$ cat src/rtl/muldiv_seq.sv
// Iterative WIDTH x WIDTH multiply / 2W-by-W divide unit, one bit per cycle.
// Signed ops run on magnitudes; signs and range checks are applied in FIX.
module muldiv_seq #(
    parameter int WIDTH = 16
) (
    input  logic                 clk_in,
    input  logic                 rst_n_in,
    input  logic                 start_in,
    input  logic                 abort_in,
    input  logic [1:0]           op_in,
    input  logic [2*WIDTH-1:0]   a_in,
    input  logic [WIDTH-1:0]     b_in,
    output logic                 ready_out,
    output logic                 busy_out,
    output logic                 done_out,
    output logic [2*WIDTH-1:0]   q_out,
    output logic [3:0]           ccr_out,
    output logic                 div_zero_out
);

    localparam int W2 = 2 * WIDTH;
    localparam int CW = $clog2(WIDTH);

    localparam logic [1:0] IDLE = 2'd0;
    localparam logic [1:0] PREP = 2'd1;
    localparam logic [1:0] ITER = 2'd2;
    localparam logic [1:0] FIX  = 2'd3;

    localparam logic [WIDTH-1:0] MAX_POS = {1'b0, {(WIDTH-1){1'b1}}};
    localparam logic [WIDTH-1:0] MIN_MAG = {1'b1, {(WIDTH-1){1'b0}}};

    logic [1:0]        state;
    logic [1:0]        op_r;
    logic [W2-1:0]     a_r;
    logic [WIDTH-1:0]  b_r;
    logic [WIDTH-1:0]  hi;
    logic [WIDTH-1:0]  lo;
    logic [WIDTH-1:0]  opnd;
    logic [CW-1:0]     cnt;
    logic              res_neg;
    logic              dvd_neg;
    logic              exc_dz;
    logic              exc_ov;

    logic              is_div;
    logic              is_sgn;
    logic [WIDTH-1:0]  mag_alo;
    logic [W2-1:0]     mag_a;
    logic [WIDTH-1:0]  mag_b;
    logic [WIDTH:0]    mul_sum;
    logic [WIDTH:0]    div_t;
    logic [WIDTH:0]    div_sub;
    logic              div_ge;
    logic [WIDTH-1:0]  div_r;
    logic [W2-1:0]     prod;
    logic [W2-1:0]     prod_s;
    logic [WIDTH-1:0]  quo;
    logic [WIDTH-1:0]  rem;
    logic              range_ov;

    assign is_div  = op_r[1];
    assign is_sgn  = op_r[0];
    assign mag_alo = (is_sgn && a_r[WIDTH-1]) ? -a_r[WIDTH-1:0] : a_r[WIDTH-1:0];
    assign mag_a   = (is_sgn && a_r[W2-1])    ? -a_r            : a_r;
    assign mag_b   = (is_sgn && b_r[WIDTH-1]) ? -b_r            : b_r;

    // Multiply: {hi,lo} shifts right, multiplier bits leave lo as product bits enter.
    assign mul_sum = {1'b0, hi} + (lo[0] ? {1'b0, opnd} : '0);

    // Divide: W+1-bit trial remainder; hi stays below the divisor so W bits hold it.
    assign div_t   = {hi, lo[WIDTH-1]};
    assign div_sub = div_t - {1'b0, opnd};
    assign div_ge  = div_t >= {1'b0, opnd};
    assign div_r   = WIDTH'(div_ge ? div_sub : div_t);

    assign prod     = {hi, lo};
    assign prod_s   = res_neg ? -prod : prod;
    assign quo      = res_neg ? -lo : lo;
    assign rem      = dvd_neg ? -hi : hi;
    assign range_ov = is_div && is_sgn && (res_neg ? (lo > MIN_MAG) : (lo > MAX_POS));

    assign ready_out = (state == IDLE);
    assign busy_out  = (state != IDLE);

    always_ff @(posedge clk_in or negedge rst_n_in) begin
        if (!rst_n_in) begin
            state        <= IDLE;
            op_r         <= '0;
            a_r          <= '0;
            b_r          <= '0;
            hi           <= '0;
            lo           <= '0;
            opnd         <= '0;
            cnt          <= '0;
            res_neg      <= 1'b0;
            dvd_neg      <= 1'b0;
            exc_dz       <= 1'b0;
            exc_ov       <= 1'b0;
            done_out     <= 1'b0;
            q_out        <= '0;
            ccr_out      <= '0;
            div_zero_out <= 1'b0;
        end else begin
            done_out <= 1'b0;
            if (abort_in) begin
                state <= IDLE;
            end else begin
                case (state)
                    IDLE: begin
                        if (start_in) begin
                            op_r  <= op_in;
                            a_r   <= a_in;
                            b_r   <= b_in;
                            state <= PREP;
                        end
                    end
                    PREP: begin
                        res_neg <= is_sgn & ((is_div ? a_r[W2-1] : a_r[WIDTH-1]) ^ b_r[WIDTH-1]);
                        dvd_neg <= is_sgn & a_r[W2-1];
                        exc_dz  <= 1'b0;
                        exc_ov  <= 1'b0;
                        cnt     <= '0;
                        if (is_div) begin
                            hi   <= mag_a[W2-1:WIDTH];
                            lo   <= mag_a[WIDTH-1:0];
                            opnd <= mag_b;
                            if (mag_b == '0) begin
                                exc_dz <= 1'b1;
                                state  <= FIX;
                            end else if (mag_a[W2-1:WIDTH] >= mag_b) begin
                                exc_ov <= 1'b1;
                                state  <= FIX;
                            end else begin
                                state  <= ITER;
                            end
                        end else begin
                            hi    <= '0;
                            lo    <= mag_b;
                            opnd  <= mag_alo;
                            state <= ITER;
                        end
                    end
                    ITER: begin
                        if (is_div) begin
                            hi <= div_r;
                            lo <= {lo[WIDTH-2:0], div_ge};
                        end else begin
                            hi <= mul_sum[WIDTH:1];
                            lo <= {mul_sum[0], lo[WIDTH-1:1]};
                        end
                        cnt <= cnt + 1'b1;
                        if (cnt == CW'(WIDTH - 1))
                            state <= FIX;
                    end
                    FIX: begin
                        done_out <= 1'b1;
                        state    <= IDLE;
                        if (exc_dz) begin
                            q_out        <= a_r;
                            ccr_out      <= 4'b0010;
                            div_zero_out <= 1'b1;
                        end else if (exc_ov || range_ov) begin
                            q_out        <= a_r;
                            ccr_out      <= 4'b0010;
                            div_zero_out <= 1'b0;
                        end else if (is_div) begin
                            q_out        <= {rem, quo};
                            ccr_out      <= {quo[WIDTH-1], quo == '0, 1'b0, quo[0]};
                            div_zero_out <= 1'b0;
                        end else begin
                            q_out        <= prod_s;
                            ccr_out      <= {prod_s[W2-1], prod_s == '0, 1'b0, prod_s[WIDTH-1]};
                            div_zero_out <= 1'b0;
                        end
                    end
                    default: state <= IDLE;
                endcase
            end
        end
    end

endmodule
$ cat config.mk
export PLATFORM = sky130hd
export DESIGN_NAME = muldiv_seq
export DESIGN_NICKNAME = d
export VERILOG_FILES = /design/src/rtl/muldiv_seq.sv
export SDC_FILE = /design/constraint.sdc
export NUM_CORES = 1
export LEC_CHECK = 0
export CAP_MARGIN = 20
export CORE_MARGIN = 8
export CORE_UTILIZATION = 50
export DETAILED_ROUTE_END_ITERATION = 10
export GPL_ROUTABILITY_DRIVEN = 0
export MAX_ROUTING_LAYER = met4
export PLACE_DENSITY = 0.68
export SETUP_SLACK_MARGIN = 0.02
export SLEW_MARGIN = 15
export SYNTH_ARGS = -nofsm -noshare
export SYNTH_HDL_FRONTEND = slang
export SYNTH_SLANG_ARGS = --single-unit
$ cat constraint.sdc
create_clock -name clk_in -period 7.7 [get_ports clk_in]
set_input_delay 0.77 -clock clk_in [delete_from_list [all_inputs] [get_ports clk_in]]
set_output_delay 0.77 -clock clk_in [all_outputs]
set_load 0.05 [all_outputs]
==> results_dict.tcl <==
set metrics [dict create \
    status "finished, final reports clean" \
    fin_crit_sh_pct 50.9 \
    drive_gt1_share_pct 9.72 \
    dr.pass1.iters 6 \
    grt_first_pass_wirelength_um 60100 \
    die_w_um 168 \
    clk_root_buffer_cell "clkbuf_16" \
    layout_common_cells "151 x nand2_1, 145 x dfrtp_1, 125 x o21ai_0, 99 x nor2_1, 92 x clkdlybuf4s50_1" \
    postCtsHoldBufs 0 \
    cts_tree "yes" \
    clk_latency_ns 0.44 \
    avgSynthCellArea_um2 8.52 \
    cp_slowest_stage_delay_ns 0.55 \
    portBuffers 93 \
    hold_ws_ns 0.399 \
    path_max_fanout 9 \
    slew_viol_final 0 \
    core_um2 22700 \
    period_needed_ns 3.92 \
    startpoint_type "flop" \
    p_per_area_nw_per_um2 537 \
    switchingPower_uw 3710 \
    dieArea_um2 28400 \
    die_h_um 168 \
    layout.cells.non_filler 1694 \
    hp-class "in -> async" \
    detailed_place_hpwl_um 27800 \
    cts.clk_slew.worst_paths_ns 0.07 \
    final_common_cell "nand2_1" \
    setup_viol 0 \
    switching_share_pct 52.3 \
    syn-num-nets 1479 \
    tns_ns 0 \
    diodes 0 \
    grt_antenna_before_repair 0 \
    vdd_drop_max_v 0.000352 \
    via_count 10800 \
    wire_per_inst_um 22.0 \
    relSlewSlack_pct 20.3 \
    hold_violations 0 \
    grt_pass1_vias 10700 \
    numCtsBuffers 17 \
    synth_edf_count 0 \
    cts_max_path_buffers 2 \
    path_cells "nor4_1 -> nand2b_1 -> or3_1 -> o31ai_1 -> xnor2_1 -> ha_1 -> a21o_1 -> a21oi_1 -> nor2b_1 -> o211ai_1 -> a31oi_1 -> a211oi_1 -> a31oi_1" \
    cts_setup_buffers 0 \
    required_ns 8.00 \
    worst_slew_pin_slew_ns 1.18 \
    synthArstFlopShare_pct 100 \
    p_int_uw 3380 \
    syn_to_final_growth_pct 13.8 \
    cts.sinks 146 \
    clock_skew_ns 0.0138 \
    ys_ff_latch 146 \
    drtIter0Drc 1072 \
    routed_wl_um 37300 \
    p_clk_share_pct 12.0 \
    synth.distinct_cells 78 \
    yosysWarnings 0 \
    cp.arrival_ns 4.22 \
    grt_max_degree 90 \
    num_rows 55 \
    end_kind "flop" \
    syn_inst 1363 \
    clock.fmax_ghz 0.255 \
    crit_slowest_cell "nor4_1" \
    num-nets-final 1512 \
    total_power_uw 7090 \
    viasPerCell 6.36 \
    cp_common_cell "a31oi_1" \
    p_seq_share_pct 24.1 \
    synth_top_flop_cell "dfrtp_1" \
    final_antenna_net_count 0 \
    crit_type "reg -> reg" \
    cap_violations 0 \
    pwr-share-comb_pct 63.9 \
    seq_area_frac_synth_pct 31.4 \
    grt_use_total_pct 27.6 \
    rsz0062_at_grt "no" \
    h-tree-depth 4 \
    post-route-drc-count 0 \
    start_util_pct 51.2 \
    gr-total-overflow 0 \
    fin_util_pct 58.2 \
    p_leak_uw 0.00554 \
    post_cts_resized 0 \
    place_inst 1662 \
    netlist_area_um2 11600 \
    pin_count 94 \
]
[Yosys cell counts (23+ instances only)]
library cell / number / area share, %
dfrtp_1: 146 / 31
mux2_2: 54 / 5.2
ha_1: 60 / 6.5
clkbuf_1: 70 / 2.3
nand3_1: 23 / 0.99
a21oi_1: 73 / 3.1
o31ai_1: 26 / 1.7
inv_1: 57 / 1.8
xnor2_1: 64 / 4.8
xor2_1: 38 / 2.9
nor2_1: 99 / 3.2
o21ai_0: 125 / 5.4
nor3_1: 36 / 1.6
nand2_1: 151 / 4.9
mux2i_1: 28 / 2.4
[cell families after synthesis]
logic type,after synthesis,share of synthesized area [%]
and+or+nand+nor,446,18.8
AOI/OAI and AO/OA,361,19.8
buffers and inverters,151,5.30
DFF,146,31.4
xor gates and xnor gates,102,7.69
muxes,95,10.2
adders and majority gates,62,6.81
[worst max-delay path: cells and delay by family, from the launching register on]
kind | cells | cell delay, ns
xor gates and xnor gates | 1 | 0.18
adders and majority gates | 1 | 0.29
and+or+nand+nor | 4 | 1.46
AOI/OAI and AO/OA | 7 | 1.38
DFF | 1 | 0.46
[state kept, by name, summed over array words and instances, names as in the netlist, 2 cells and up]
signal,cells
hi,16
q_out,32
a_r,32
b_r,16
opnd,16
lo,16
op_r,2
state,2
ccr_out,4
cnt,4
[routing by layer]
layer / vias to the layer above / global-route usage (%) / part of all wire [%]
met5: - / - / 0
met4: 0 / 11.2 / 4.0
met3: 104 / 5.75 / 8.8
met2: 533 / 42.4 / 46
met1: 5129 / 35.1 / 41
li1: 5003 / - / -
[path summary, 6_finish.rpt]
| path | slack (ns) | depth (start not counted) | start | to |
|---|---|---|---|---|
| worst max-delay path | 3.78 | 13 | a_r[12]$_DFFE_PN0P_ | state[0]$_DFFE_PN0P_ |
| worst min register to register | 0.48 | 2 | opnd[7]$_DFFE_PN0P_ | opnd[7]$_DFFE_PN0P_ |
| min in group clk_in | 0.48 | 2 | opnd[7]$_DFFE_PN0P_ | opnd[7]$_DFFE_PN0P_ |
| worst max register to register | 3.78 | 13 | a_r[12]$_DFFE_PN0P_ | state[0]$_DFFE_PN0P_ |
| worst min-delay path | 0.40 | 1 | rst_n_in | q_out[9]$_DFFE_PN0P_ |
| max in group asynchronous | 5.96 | 2 | rst_n_in | hi[6]$_DFFE_PN0P_ |
[metrics by stage]
stage	setup slack [ns]	cell area, um2
final	3.78	13200
after global routing	3.53	13200
after CTS	3.83	13200
after detailed placement	3.84	12600
after global placement	4.04	12600
after floorplan	4.35	11600
[power by group through the flow]
stage          logic (uW)  clock network [uW]  registers [uW]
3_5_place_dp         4430                   0            1700
5_1_grt              4930                 892            1750
4_1_cts              4460                 858            1690
2_1_floorplan        3160                   0            1640
3_3_place_gp         4380                   0            1690
6_report             4530                 852            1710
[area by class of cell]
type / count / area (um2)
Fill cell: 2054 / 9490
Multi-Input combinational cell: 1066 / 7360
Sequential cell: 146 / 3650
Timing Repair Buffer: 106 / 1030
Clock buffer: 19 / 453
Tap cell: 285 / 357
Inverter: 59 / 221
Clock inverter: 13 / 143
Power figures use the tool's default switching activity.
